==> src/rtl/mips_branch_predictor.sv <==
// Direct-mapped branch target buffer with saturating direction counters for the IF stage.
// Define BP_STATS_EN to add lookup/update/mispredict statistics counters.
module mips_branch_predictor #(
   parameter int unsigned ENTRIES = 16,
   parameter int unsigned CNT_W   = 2,
   parameter int unsigned TAG_W   = 32 - 2 - $clog2(ENTRIES)
) (
   input  logic        clk,
   input  logic        rst_n,
   input  logic        stall_i,
   input  logic [31:0] if_pc_i,
   output logic        pred_taken_o,
   output logic [31:0] pred_target_o,
   input  logic        upd_valid_i,
   input  logic [31:0] upd_pc_i,
   input  logic        upd_taken_i,
   input  logic [31:0] upd_target_i,
   input  logic        upd_pred_taken_i,
   input  logic [31:0] upd_pred_target_i,
   output logic        mispredict_o,
   output logic [31:0] correct_pc_o
`ifdef BP_STATS_EN
   ,
   input  logic        stat_clr_i,
   output logic [31:0] stat_lookups_o,
   output logic [31:0] stat_updates_o,
   output logic [31:0] stat_mispred_o
`endif
);

   localparam int unsigned IDX_W = $clog2(ENTRIES);
   localparam logic [CNT_W-1:0] CNT_MAX = '1;
   localparam logic [CNT_W-1:0] CNT_WT  = CNT_W'(1 << (CNT_W - 1));
   localparam logic [CNT_W-1:0] CNT_WNT = CNT_W'((1 << (CNT_W - 1)) - 1);

   logic [ENTRIES-1:0] valid_q, valid_d;
   logic [TAG_W-1:0]   tag_q    [ENTRIES];
   logic [TAG_W-1:0]   tag_d    [ENTRIES];
   logic [29:0]        target_q [ENTRIES];
   logic [29:0]        target_d [ENTRIES];
   logic [CNT_W-1:0]   cnt_q    [ENTRIES];
   logic [CNT_W-1:0]   cnt_d    [ENTRIES];

   logic [IDX_W-1:0] if_idx_c, upd_idx_c;
   logic [TAG_W-1:0] if_tag_c, upd_tag_c;
   logic             if_hit_c, upd_hit_c, upd_en_c;

   assign if_idx_c  = if_pc_i[IDX_W+1:2];
   assign if_tag_c  = if_pc_i[31:IDX_W+2];
   assign upd_idx_c = upd_pc_i[IDX_W+1:2];
   assign upd_tag_c = upd_pc_i[31:IDX_W+2];
   assign if_hit_c  = valid_q[if_idx_c] && (tag_q[if_idx_c] == if_tag_c);
   assign upd_hit_c = valid_q[upd_idx_c] && (tag_q[upd_idx_c] == upd_tag_c);
   assign upd_en_c  = upd_valid_i && !stall_i;

   // Lookup reads the registered table, so a same-cycle update is seen only next cycle
   assign pred_taken_o  = if_hit_c && cnt_q[if_idx_c][CNT_W-1];
   assign pred_target_o = pred_taken_o ? {target_q[if_idx_c], 2'b00} : if_pc_i + 32'd4;

   assign mispredict_o = upd_valid_i &&
                         ((upd_taken_i != upd_pred_taken_i) ||
                          (upd_taken_i && upd_pred_taken_i && (upd_target_i != upd_pred_target_i)));
   assign correct_pc_o = upd_taken_i ? upd_target_i : upd_pc_i + 32'd4;

   always_comb begin
      valid_d  = valid_q;
      tag_d    = tag_q;
      target_d = target_q;
      cnt_d    = cnt_q;
      if (upd_en_c) begin
         if (upd_hit_c) begin
            if (upd_taken_i) begin
               target_d[upd_idx_c] = upd_target_i[31:2];
               if (cnt_q[upd_idx_c] != CNT_MAX) cnt_d[upd_idx_c] = cnt_q[upd_idx_c] + CNT_W'(1);
            end else if (cnt_q[upd_idx_c] != '0) begin
               cnt_d[upd_idx_c] = cnt_q[upd_idx_c] - CNT_W'(1);
            end
         end else if (upd_taken_i) begin
            // Taken miss replaces whatever aliases at this index
            valid_d[upd_idx_c]  = 1'b1;
            tag_d[upd_idx_c]    = upd_tag_c;
            target_d[upd_idx_c] = upd_target_i[31:2];
            cnt_d[upd_idx_c]    = CNT_WT;
         end
      end
   end

   always_ff @(posedge clk or negedge rst_n) begin
      if (!rst_n) begin
         valid_q  <= '0;
         tag_q    <= '{default: '0};
         target_q <= '{default: '0};
         cnt_q    <= '{default: CNT_WNT};
      end else begin
         valid_q  <= valid_d;
         tag_q    <= tag_d;
         target_q <= target_d;
         cnt_q    <= cnt_d;
      end
   end

`ifdef BP_STATS_EN
   logic [31:0] stat_lookups_q, stat_lookups_d;
   logic [31:0] stat_updates_q, stat_updates_d;
   logic [31:0] stat_mispred_q, stat_mispred_d;

   // Clear wins over increment; all counters wrap naturally
   always_comb begin
      stat_lookups_d = stat_lookups_q;
      stat_updates_d = stat_updates_q;
      stat_mispred_d = stat_mispred_q;
      if (stat_clr_i) begin
         stat_lookups_d = '0;
         stat_updates_d = '0;
         stat_mispred_d = '0;
      end else begin
         if (!stall_i)                 stat_lookups_d = stat_lookups_q + 32'd1;
         if (upd_en_c)                 stat_updates_d = stat_updates_q + 32'd1;
         if (mispredict_o && !stall_i) stat_mispred_d = stat_mispred_q + 32'd1;
      end
   end

   always_ff @(posedge clk or negedge rst_n) begin
      if (!rst_n) begin
         stat_lookups_q <= '0;
         stat_updates_q <= '0;
         stat_mispred_q <= '0;
      end else begin
         stat_lookups_q <= stat_lookups_d;
         stat_updates_q <= stat_updates_d;
         stat_mispred_q <= stat_mispred_d;
      end
   end

   assign stat_lookups_o = stat_lookups_q;
   assign stat_updates_o = stat_updates_q;
   assign stat_mispred_o = stat_mispred_q;
`endif

endmodule

==> config.mk <==
export PLATFORM = sky130hd
export DESIGN_NAME = mips_branch_predictor
export DESIGN_NICKNAME = d
export VERILOG_FILES = /design/src/rtl/mips_branch_predictor.sv
export SDC_FILE = /design/constraint.sdc
export NUM_CORES = 2
export LEC_CHECK = 0
export CAP_MARGIN = 20
export CORE_ASPECT_RATIO = 1.2
export CORE_MARGIN = 2
export CORE_UTILIZATION = 55
export CTS_CLUSTER_SIZE = 10
export DETAILED_ROUTE_END_ITERATION = 16
export PLACE_DENSITY = 0.77
export SLEW_MARGIN = 25
export SYNTH_ARGS = -nofsm -noshare
export SYNTH_HDL_FRONTEND = slang
export SYNTH_SLANG_ARGS = --single-unit
==> constraint.sdc <==
create_clock -name clk -period 25.7 [get_ports clk]
set_clock_uncertainty 0.1 [all_clocks]
set_input_delay 7.71 -clock clk [delete_from_list [all_inputs] [get_ports clk]]
set_output_delay 7.71 -clock clk [all_outputs]
set_load 0.05 [all_outputs]
# Word level (Yosys, flattened, before mapping)

Index checks and enable logic that the tools add are counted.

Bits in registers: 944
Bits of input ports: 134

Add/subtract/negate cells: 4
$lt $le $gt $ge: 6
Equality and inequality tests: 6
Multiplexer cells: 38
Bitwise gates (word level): 7
Reduce and logical (&&, ||, !) cells: 17

Operators by type and width:

| cell                                                       | number |
|---|---|
| bitwise mux 480 bit                                        | 1 |
| bitwise mux 416 bit                                        | 1 |
| 2-to-1 mux 32 bit                                          | 7 |
| binary-select mux 26 bit (select 4 bit)                    | 2 |
| 2-to-1 mux 26 bit                                          | 5 |
| binary-select mux 30 bit (select 4 bit)                    | 1 |
| demux 30 bit (select 4 bit)                                | 1 |
| demux 26 bit (select 4 bit)                                | 1 |
| 2-to-1 mux 30 bit                                          | 3 |
| adder 32 x 3 -> 32 bit, second input constant              | 2 |
| bitwise mux 32 bit                                         | 2 |
| equality test 26 bit                                       | 2 |
| inequality test 32 bit                                     | 1 |
| bitwise OR 16 bit                                          | 2 |
| AND 16 bit                                                 | 1 |
| binary-select mux 2 bit (select 4 bit)                     | 2 |
| inverter 16 bit                                            | 1 |
| greater-or-equal comparator 5 bit, second input constant   | 2 |
| less-than comparator 4 x 5 -> 1 bit, second input constant | 2 |
| 2-to-1 mux 2 bit                                           | 5 |
| inverter 4 -> 5 bit                                        | 2 |
| logical AND 1 bit                                          | 9 |
| binary-select mux 1 bit (select 4 bit)                     | 2 |
| demux 2 bit (select 4 bit)                                 | 1 |
| 16 further kinds                                           | 20 |

# Logic depth before layout (Yosys ltp)

Word-level depth: 9
Mapped depth: 18

# Worst setup path after synthesis

No wires, ideal clock.

Kind: in2out
Start point: in if_pc_i[2]
End point: out pred_target_o[10]
Arrival time: 11.559 ns
Setup slack: 6.331 ns
Stages: 11
Path buffers: 5
Cell sequence: clkbuf_1 > buf_2 > buf_1 > mux4_2 > mux4_2 > xor2_1 > nor4_1 > nand3_1 > clkbuf_1 > clkbuf_1 > a21oi_1

Longest elaborated chain between the ends: 8
Elaborated cells on any way between the ends: 17

Ends and longest elaborated chain:

| item                                                  | line       | text |
|---|---|---|
| from (decl)                                           | 11         | `input logic [31:0] if_pc_i,` |
| inverter 4 -> 5 bit (not written as such)             | 52, 57, 58 |  |
| binary-select mux 26 bit (select 4 bit)               | 52         | `assign if_hit_c = valid_q[if_idx_c] && (tag_q[if_idx_c] == if_tag_c);` |
| 2-to-1 mux 26 bit (not written as such) (2 in series) | 52         |  |
| equality test 26 bit                                  | 52         |  |
| logical AND 1 bit                                     | 52         |  |
| logical AND 1 bit                                     | 57         | `assign pred_taken_o = if_hit_c && cnt_q[if_idx_c][CNT_W-1];` |
| 2-to-1 mux 32 bit (*)                                 | 58         | `assign pred_target_o = pred_taken_o ? {target_q[if_idx_c], 2'b00} : if_pc_i + 32'd4;` |
| to (decl)                                             | 13         | `output logic [31:0] pred_target_o,` |

Every way passes the cells marked *; elsewhere a longest branch is shown, timed or not. The select of a mux whose other input is x is not followed.

# Worst setup path after layout

Start point: in if_pc_i[3]
End point: out pred_target_o[22]

Same word-level chain as after synthesis.

==> results.json <==
{
  "synth-seq-area-share_pct": 48.2,
  "synth_top_family_by_area": "multiplexers",
  "cts-resized-gates": 0,
  "peakVddDrop_v": 0.0000646,
  "maxSlewHeadroom_pct": 36.3,
  "drive_gt1_share_pct": 32.9,
  "routed-via-count": 32391,
  "fin_area_um2": 54700,
  "first_pass_iters": 6,
  "crit_chain": "buf_8 -> buf_4 -> buf_4 -> mux4_2 -> mux4_2 -> xnor2_1 -> nand4_1 -> nor2_1 -> nand3_2 -> buf_4 -> mux2_2 -> clkdlybuf4s50_1",
  "worstPathArrival_ns": 13.26,
  "drtIter0Drc": 3576,
  "synth_flop_cell": "dfrtp_1",
  "hpwlAfterDp_um": 90800,
  "synth_edf_count": 0,
  "area_growth_pct": 11.4,
  "required_ns": 17.89,
  "die_w_um": 277,
  "p_clk_share_pct": 35.2,
  "whs_ns": 0.372,
  "cp_max_fo": 84,
  "slowest_stage": "clkdlybuf4s50_1",
  "worst-setup-path-type": "in -> out",
  "power.leakage_nw": 24.4,
  "rsz0062_at_grt": "false",
  "max_stage_delay_ns": 0.80,
  "synth-async-reset-ratio_pct": 100,
  "grt_pass1_vias": 33702,
  "holdBufCountCts": 0,
  "rows": 120,
  "drc": 0,
  "wl_per_cell_um": 31.7,
  "cap_violations": 0,
  "clk_latency_ns": 0.70,
  "pre_cts_slack_ns": 4.75,
  "clk_pin_slew_worst_paths_ns": 0.05,
  "slew_viol_final": 0,
  "track_usage_pct": 32.8,
  "powerDensity_nw_per_um2": 69.8,
  "cts_buffer_depth": 3,
  "path_buf_inv": 5,
  "finalSetupTns_ns": 0,
  "numPortBuffers": 199,
  "cts-root-buf": "clkbuf_16",
  "hold_violations": 0,
  "internal-power_w": 0.00279,
  "die_area_um2": 91600,
  "gp_congestion": 0.901,
  "grt_max_degree": 114,
  "cts_tree": "yes",
  "synth-simple-area-share_pct": 3.56,
  "vias_per_cell": 6.90,
  "cp_top_family": "buffers and inverters",
  "synth-compound-area-share_pct": 4.10,
  "htreeDepth": 3,
  "netlist_area_um2": 49100,
  "fmax_mhz": 47.5,
  "final_common_cell": "dfrtp_1",
  "wl_um": 149000,
  "sw_frac_of_total_pct": 27.0,
  "fin_crit_sh_pct": 82.0,
  "synth_seq_cells": 944,
  "final_cell_mix": "928 x dfrtp_1, 511 x mux2_2, 373 x mux4_2, 344 x mux2_1, 189 x clkdlybuf4s50_1",
  "start_util_pct": 55.2,
  "synth-xor-area-share_pct": 2.39,
  "setup_ws_ns": 4.63,
  "endpoint_kind": "output port",
  "start_kind": "input port",
  "hold_class": "reg -> reg",
  "grt_antenna_before_repair": 7,
  "setup_viol_count_final": 0,
  "finalNonFillerCells": 4695,
  "dpl.cell_count": 4541,
  "yosys.area_share.adder_pct": 0.204,
  "power_frac_comb_pct": 17.3,
  "synth.area.mux_share_pct": 38.1,
  "postSynthAreaPerCell_um2": 14.2,
  "tightest_slew_ns": 0.955,
  "grt-ovfl-total": 0,
  "numCtsBuffers": 105,
  "seqPwrFrac_pct": 47.5,
  "status": "finished, final reports clean",
  "ys_types": 67,
  "min_period_ns": 21.07,
  "p_sw_w": 0.00103,
  "synth_nets": 3594,
  "cts.sinks": 944,
  "ios": 200,
  "cp_common_cell": "buf_4",
  "die_y_um": 331,
  "cts_setup_buffers": 0,
  "yosysWarnings": 0,
  "coreArea_um2": 88900,
  "grt_pass1_wl_um": 223000,
  "nNetsFinal": 3632,
  "synthCells": 3452,
  "dpl_cell_area_um2": 51700,
  "postRouteAntennaNets": 0
}
[layout make-up]
cell class / instances / area [µm²]
antenna: 6 / 15.0
clock buffer: 140 / 2800
clock inverter: 7 / 129
fill: 6675 / 34200
inverter: 24 / 90.1
multi-input combinational: 2128 / 23800
sequential: 944 / 23600
tap: 1159 / 1450
timing repair buffer: 287 / 2740
[registers in the layout, indices dropped and copies added (netlist names)]
register and count:
tag_q 416, valid_q 16, target_q 480, cnt_q 32
[logic make-up (layout without fill, tap and decap cells)]
logic type | count (synthesis) | count (layout)
buffers and inverters | 380 | 458
XOR/XNOR | 134 | 134
AO/OA/AOI/OAI | 327 | 327
adder cells (fa/ha/maj) | 8 | 8
other | 0 | 6
flip-flops | 944 | 944
multiplexers | 1296 | 1296
AND/OR/NAND/NOR | 363 | 363
[metal layers]
metal | global-route usage [%] | share of wire, % | vias to the layer above
li1 | - | - | 12959
met1 | 42.7 | 37 | 17064
met3 | 7.78 | 9.5 | 545
met5 | 0 | 0.038 | -
met4 | 20.0 | 6.8 | 8
met2 | 50.3 | 46 | 1815
[metrics by stage]
step	utilization (%)	power (W)
2_1_floorplan	-	0.00225
3_3_place_gp	58.1	0.00246
3_5_place_dp	58.1	0.00248
4_1_cts	61.4	0.00382
5_1_grt	61.5	0.00395
6_report	61.5	0.00381
[power groups by stage]
| stage | Sequential (W) | Combinational [W] | Clock [W] |
|---|---|---|---|
| after floorplan | 0.00178 | 0.000464 | 0 |
| after global placement | 0.00182 | 0.000637 | 0 |
| after detailed placement | 0.00183 | 0.000653 | 0 |
| after CTS | 0.00180 | 0.000657 | 0.00135 |
| after global routing | 0.00183 | 0.000700 | 0.00142 |
| final | 0.00181 | 0.000660 | 0.00134 |
[worst register-to-register path, cell delays in order, from the launching register on]
cell	delay [ns]
dfrtp_1	0.39
mux2i_1	0.09
a221o_1	0.39
o22ai_1	0.67
o32ai_1	0.20
a2111oi_0	0.47
or4b_1	0.56
nor4_4	0.31
buf_6	0.61
nand2b_2	0.80
buf_4	0.50
mux2_1	0.37
[final timing paths]
check                                             from                        end  slack [ns]  depth (start not counted)
max in group asynchronous                        rst_n  target_q[293]$_DFFE_PN0P_       15.55                          4
worst max-delay path                        if_pc_i[3]          pred_target_o[22]        4.63                         12
worst min-delay path              cnt_q[0]$_DFFE_PN1P_       cnt_q[0]$_DFFE_PN1P_        0.37                          2
worst min register to register    cnt_q[0]$_DFFE_PN1P_       cnt_q[0]$_DFFE_PN1P_        0.37                          2
min in group asynchronous                        rst_n     tag_q[268]$_DFFE_PN0P_        6.98                          1
worst max register to register  tag_q[125]$_DFFE_PN0P_     tag_q[328]$_DFFE_PN0P_       20.08                         11
[cell usage after synthesis, drive strengths merged (9+ instances only)]
master | number | share of area, %
nand2b | 26 | 0.33
dfstp | 16 | 0.86
xor2 | 40 | 0.71
dfrtp | 928 | 47
nor2 | 96 | 0.73
nor3 | 14 | 0.14
nand2 | 99 | 0.76
buf | 128 | 1.5
a32oi | 13 | 0.31
mux2i | 68 | 1.4
nand3 | 40 | 0.41
a21oi | 49 | 0.50
inv | 23 | 0.18
mux2 | 855 | 20
xnor2 | 94 | 1.7
a22oi | 17 | 0.27
mux4 | 373 | 17
and3 | 18 | 0.23
nor4 | 9 | 0.13
o21ai | 178 | 1.8
o22ai | 9 | 0.11
clkbuf | 228 | 1.7
o2bb2ai | 12 | 0.21
or2 | 13 | 0.17
nand4 | 21 | 0.27
No activity file was read; power rests on OpenSTA's default activity.
